[config.mk]
export PLATFORM = sky130hd
export DESIGN_NAME = st_frame_packer
export DESIGN_NICKNAME = d
export VERILOG_FILES = /design/src/rtl/st_frame_packer.sv
export SDC_FILE = /design/constraint.sdc
export NUM_CORES = 1
export LEC_CHECK = 0
export CORE_ASPECT_RATIO = 1.4
export CORE_UTILIZATION = 30
export DETAILED_ROUTE_END_ITERATION = 7
export PLACE_DENSITY = 0.55
export SYNTH_ARGS = -nofsm -noshare
export SYNTH_HDL_FRONTEND = slang
export SYNTH_SLANG_ARGS = --single-unit
[constraint.sdc]
create_clock -name clk -period 7.6 [get_ports clk]
set_clock_uncertainty 0.05 [all_clocks]
set_input_delay 1.9 -clock clk [delete_from_list [all_inputs] [get_ports clk]]
set_output_delay 1.9 -clock clk [all_outputs]
set_load 0.02 [all_outputs]
[src/rtl/st_frame_packer.sv]
// Avalon-ST re-framing FIFO: stores beats with regenerated sop/eop so that the
// downstream DMA sees fixed-length frames, closed early by an input eop.
module st_frame_packer #(
  parameter int DATA_W = 32,
  parameter int DEPTH  = 16,
  parameter int LEN_W  = 16
) (
  input  logic                     clk,
  input  logic                     rst_n,
  input  logic                     enable,
  input  logic [LEN_W-1:0]         frame_len,
  output logic                     sink_ready,
  input  logic [DATA_W-1:0]        sink_data,
  input  logic                     sink_valid,
  input  logic                     sink_sop,
  input  logic                     sink_eop,
  output logic [DATA_W-1:0]        source_data,
  output logic                     source_valid,
  output logic                     source_sop,
  output logic                     source_eop,
  input  logic                     source_ready,
  output logic [$clog2(DEPTH):0]   fill_level,
  output logic [LEN_W-1:0]         frame_count,
  output logic [LEN_W-1:0]         short_count
);

  localparam int AW = $clog2(DEPTH);
  localparam logic [AW:0] FULL = (AW+1)'(DEPTH);

  logic [DATA_W+1:0] mem [DEPTH];
  logic [AW-1:0]     wr_ptr, rd_ptr;
  logic [LEN_W-1:0]  idx, len_q, len_eff, cur_len;
  logic              push, pop, last, st_sop, st_eop;
  logic [DATA_W+1:0] head;
  logic              sop_unused;

  // Framing comes only from idx/len_q/sink_eop; the input sop carries no meaning here.
  assign sop_unused = sink_sop;

  assign sink_ready   = rst_n && enable && (fill_level != FULL);
  assign push         = sink_valid && sink_ready;
  assign source_valid = (fill_level != '0);
  assign pop          = source_valid && source_ready;

  assign len_eff = (frame_len == '0) ? LEN_W'(1) : frame_len;
  assign cur_len = (idx == '0) ? len_eff : len_q;
  assign last    = (idx == cur_len - LEN_W'(1));
  assign st_sop  = (idx == '0);
  assign st_eop  = last || sink_eop;

  // Outputs are forced to zero while empty so nothing stale or unknown leaks out.
  assign head        = mem[rd_ptr];
  assign source_data = source_valid ? head[DATA_W-1:0] : '0;
  assign source_eop  = source_valid && head[DATA_W];
  assign source_sop  = source_valid && head[DATA_W+1];

  always_ff @(posedge clk) begin
    if (push) mem[wr_ptr] <= {st_sop, st_eop, sink_data};
  end

  always_ff @(posedge clk or negedge rst_n) begin
    if (!rst_n) begin
      wr_ptr     <= '0;
      rd_ptr     <= '0;
      fill_level <= '0;
    end else begin
      if (push) wr_ptr <= wr_ptr + AW'(1);
      if (pop)  rd_ptr <= rd_ptr + AW'(1);
      if (push && !pop)      fill_level <= fill_level + (AW+1)'(1);
      else if (!push && pop) fill_level <= fill_level - (AW+1)'(1);
    end
  end

  // len_q is latched only at a frame start, so mid-frame frame_len edits wait.
  always_ff @(posedge clk or negedge rst_n) begin
    if (!rst_n) begin
      idx         <= '0;
      len_q       <= '0;
      short_count <= '0;
    end else if (push) begin
      if (idx == '0) len_q <= len_eff;
      idx <= st_eop ? '0 : idx + LEN_W'(1);
      if (sink_eop && !last) short_count <= short_count + LEN_W'(1);
    end
  end

  always_ff @(posedge clk or negedge rst_n) begin
    if (!rst_n)                      frame_count <= '0;
    else if (pop && head[DATA_W])    frame_count <= frame_count + LEN_W'(1);
  end

endmodule

==> flow_summary.json <==
{
  "n_fill_cell": 7962,
  "worst_hold_slack_ns": 0.424,
  "cts_htree_levels": 2,
  "first_pass_iters": 4,
  "setup-tns-final_ns": 0,
  "grt_pass1_wl_um": 90500,
  "path_cells": "clkdlybuf4s50_1 > nor4_1 > nand4_1 > o311ai_1 > o21ai_0 > ha_1 > nor3b_1 > a41oi_1 > a311oi_1 > o21ai_0 > nand4_1 > nor4_4 > a31o_1 > buf_4 > and2_1 > nor2_1",
  "crit_required_ns": 8.06,
  "wl_met2_um": 31300,
  "startpoint_type": "input pin",
  "post-cts-setup-buffer-count": 0,
  "yosys.area.top_type": "edfxtp_1",
  "syn_nets": 1361,
  "vias": 12800,
  "num-nets-final": 1516,
  "crit_slowest_cell": "clkdlybuf4s50_1",
  "cpPeakStageDelay_ns": 0.56,
  "min_path_cells": 1,
  "area_delta_synth_final_pct": 18.2,
  "min-delay-path-class": "flip-flop to flip-flop",
  "period_share_pct": 79.1,
  "cts_tree": "built",
  "synth-edff-count": 544,
  "clock-sinks": 621,
  "wl_per_cell_um": 23.3,
  "combPwrFrac_pct": 31.3,
  "status": "completed",
  "timing.rr.start": "idx[12]",
  "cts-hold-fix-buffers": 0,
  "path_max_fanout": 24,
  "yosysSeqAreaShare_pct": 71.7,
  "synth_area_mm2": 0.0255,
  "grt_max_degree": 61,
  "final_cell_area_mm2": 0.0301,
  "worstHoldEndpoint": "rd_ptr[3]",
  "grt_overflow": 0,
  "grt_usage_pct": 14.2,
  "layout_common_cells": "edfxtp_1, mux4_2, clkdlybuf4s50_1",
  "min_from": "rd_ptr[3]",
  "yosys-top-cells-area": "edfxtp_1, mux4_2, dfrtp_1, xnor2_1, and2_1",
  "dieWidth_um": 248,
  "end_kind": "flip-flop",
  "clkPwrFrac_pct": 29.2,
  "die_area_mm2": 0.0861,
  "cp.arrival_ns": 6.47,
  "hold_violations": 0,
  "synth_warnings": 0,
  "clock_path_buffers": 3,
  "cts_buffers": 61,
  "max_cap_viol_count": 0,
  "drt_iter0_markers": 840,
  "p_per_area_mw_per_mm2": 356,
  "synth_seq_cells": 621,
  "p_sw_share_pct": 30.2,
  "clk_latency_ns": 0.63,
  "die_h_um": 347,
  "synthCells": 1291,
  "cts-resized-gates": 0,
  "rr_endpoint": "idx[9]",
  "setup-violations-final": 0,
  "start_util_pct": 30.3,
  "ys_types": 70,
  "hpwl_um": 34300,
  "grt_pass1_vias": 13800,
  "worstMarginPinSlew_ns": 1.28,
  "p_sw_w": 0.00324,
  "ant_nets": 0,
  "gp_congestion": 0.831,
  "fin_crit_ns": 6.01,
  "antenna_found_initial": 6,
  "coreArea_mm2": 0.0842,
  "clk_pin_slew_ns": 0.06,
  "placementRows": 126,
  "worstSetupPathType": "input pin to flip-flop",
  "place_area_mm2": 0.0281,
  "relSlewSlack_pct": 14.5,
  "seq_power_share_pct": 39.6,
  "routed.top_layer": "met5",
  "drt-met1-wl_um": 24900,
  "layout_commonest_cell": "edfxtp_1",
  "drc": 0,
  "synth_top_flop_cell": "edfxtp_1",
  "final-max-slew-violation-count": 0,
  "clock.fmax_mhz": 166,
  "vdd_drop_max_uv": 236,
  "r2r_cells": 14,
  "drive_gt1_share_pct": 22.9,
  "async_flop_share_pct": 12.4,
  "rsz0062_at_grt": "no",
  "p_leak_nw": 9.75,
  "port_buffers": 126,
  "yosysTopAreaCellShare_pct": 64.1,
  "p_int_w": 0.00748,
  "io_pins": 128,
  "drt-total-wl_um": 60200,
  "met3_wirelength_um": 2610,
  "drt-vias-per-instance": 4.96,
  "synth_area_per_cell_um2": 19.7,
  "root_buffer": "clkbuf_16",
  "rrSetupSlack_ns": 2.20,
  "postLayoutCoreUtil_pct": 35.8
}
-- flip-flops by register name (all words and copies together), names as in the netlist --
name,count
len_q,16
frame_count,16
fill_level,5
short_count,16
mem,544
idx,16
wr_ptr,4
rd_ptr,4
-- final cells by class --
cell class	count	area, um2	area share [%]
clock inverter	35	420	1.40
timing repair buffer	155	1500	4.99
clock buffer	79	1640	5.43
sequential	621	18300	60.7
inverter	20	75.1	0.249
antenna	1	2.50	0.00831
tap	1088	1360	4.52
multi-input combinational	587	6850	22.7
-- Yosys cell counts, types with 19 or more instances --
| library cell | count |
|---|---|
| nor2_1 | 27 |
| nand4_1 | 19 |
| mux2_2 | 19 |
| nand2_1 | 28 |
| buf_1 | 19 |
| nand3_1 | 27 |
| clkbuf_1 | 31 |
| and2_1 | 52 |
| nor3_1 | 20 |
| inv_1 | 19 |
| dfrtp_1 | 77 |
| edfxtp_1 | 544 |
| mux4_2 | 170 |
| xnor2_1 | 55 |
-- routing by layer --
layer,global-route usage (%),vias up
li1,-,5556
met1,18.0,6874
met2,24.8,289
met3,2.53,94
met4,3.86,8
met5,0,-
-- how the worst max path moves through the flow --
stage,startpoint,to,slack [ns],depth (start not counted)
final,frame_len[4],idx[9],1.59,16
after CTS,frame_len[4],idx[15],1.60,16
after global routing,frame_len[4],idx[15],1.12,16
after global placement,frame_len[4],idx[12],1.01,16
after floorplan,frame_len[6],short_count[1],2.35,13
after detailed placement,frame_len[4],idx[9],0.93,16
-- cell families (layout without fill, tap and decap cells) --
logic type / after synthesis / count (layout) / share of synthesized area (%)
DFF: 621 / 621 / 71.7
and+or+nand+nor: 238 / 238 / 5.41
muxes: 200 / 200 / 16.3
buffers and inverters: 83 / 289 / 1.50
xor gates and xnor gates: 71 / 71 / 2.44
AOI/OAI and AO/OA: 63 / 63 / 1.87
adders and majority gates: 15 / 15 / 0.766
other: 0 / 1 / 0
-- worst max-delay path, delay by kind of cell --
kind | cells | cell delay, ns
adders and majority gates | 1 | 0.31
buffers and inverters | 2 | 0.80
AOI/OAI and AO/OA | 6 | 1.35
and+or+nand+nor | 7 | 2.09
-- power groups by stage --
stage                     Sequential [W]  Clock [W]  Combinational (W)
after global placement           0.00431          0            0.00340
after detailed placement         0.00432          0            0.00342
after floorplan                  0.00413          0            0.00235
after CTS                        0.00426    0.00320            0.00344
final                            0.00424    0.00313            0.00335
after global routing             0.00429    0.00332            0.00361
-- metrics by stage --
| stage | power, W | setup WS [ns] | instances |
|---|---|---|---|
| 3_5_place_dp | 0.00775 | 0.930 | 2471 |
| 2_1_floorplan | 0.00648 | 2.35 | 1291 |
| 6_report | 0.0107 | 1.59 | 2586 |
| 3_3_place_gp | 0.00771 | 1.01 | 2471 |
| 5_1_grt | 0.0112 | 1.12 | 2586 |
| 4_1_cts | 0.0109 | 1.60 | 2585 |
(Power assumes the default switching activity.)
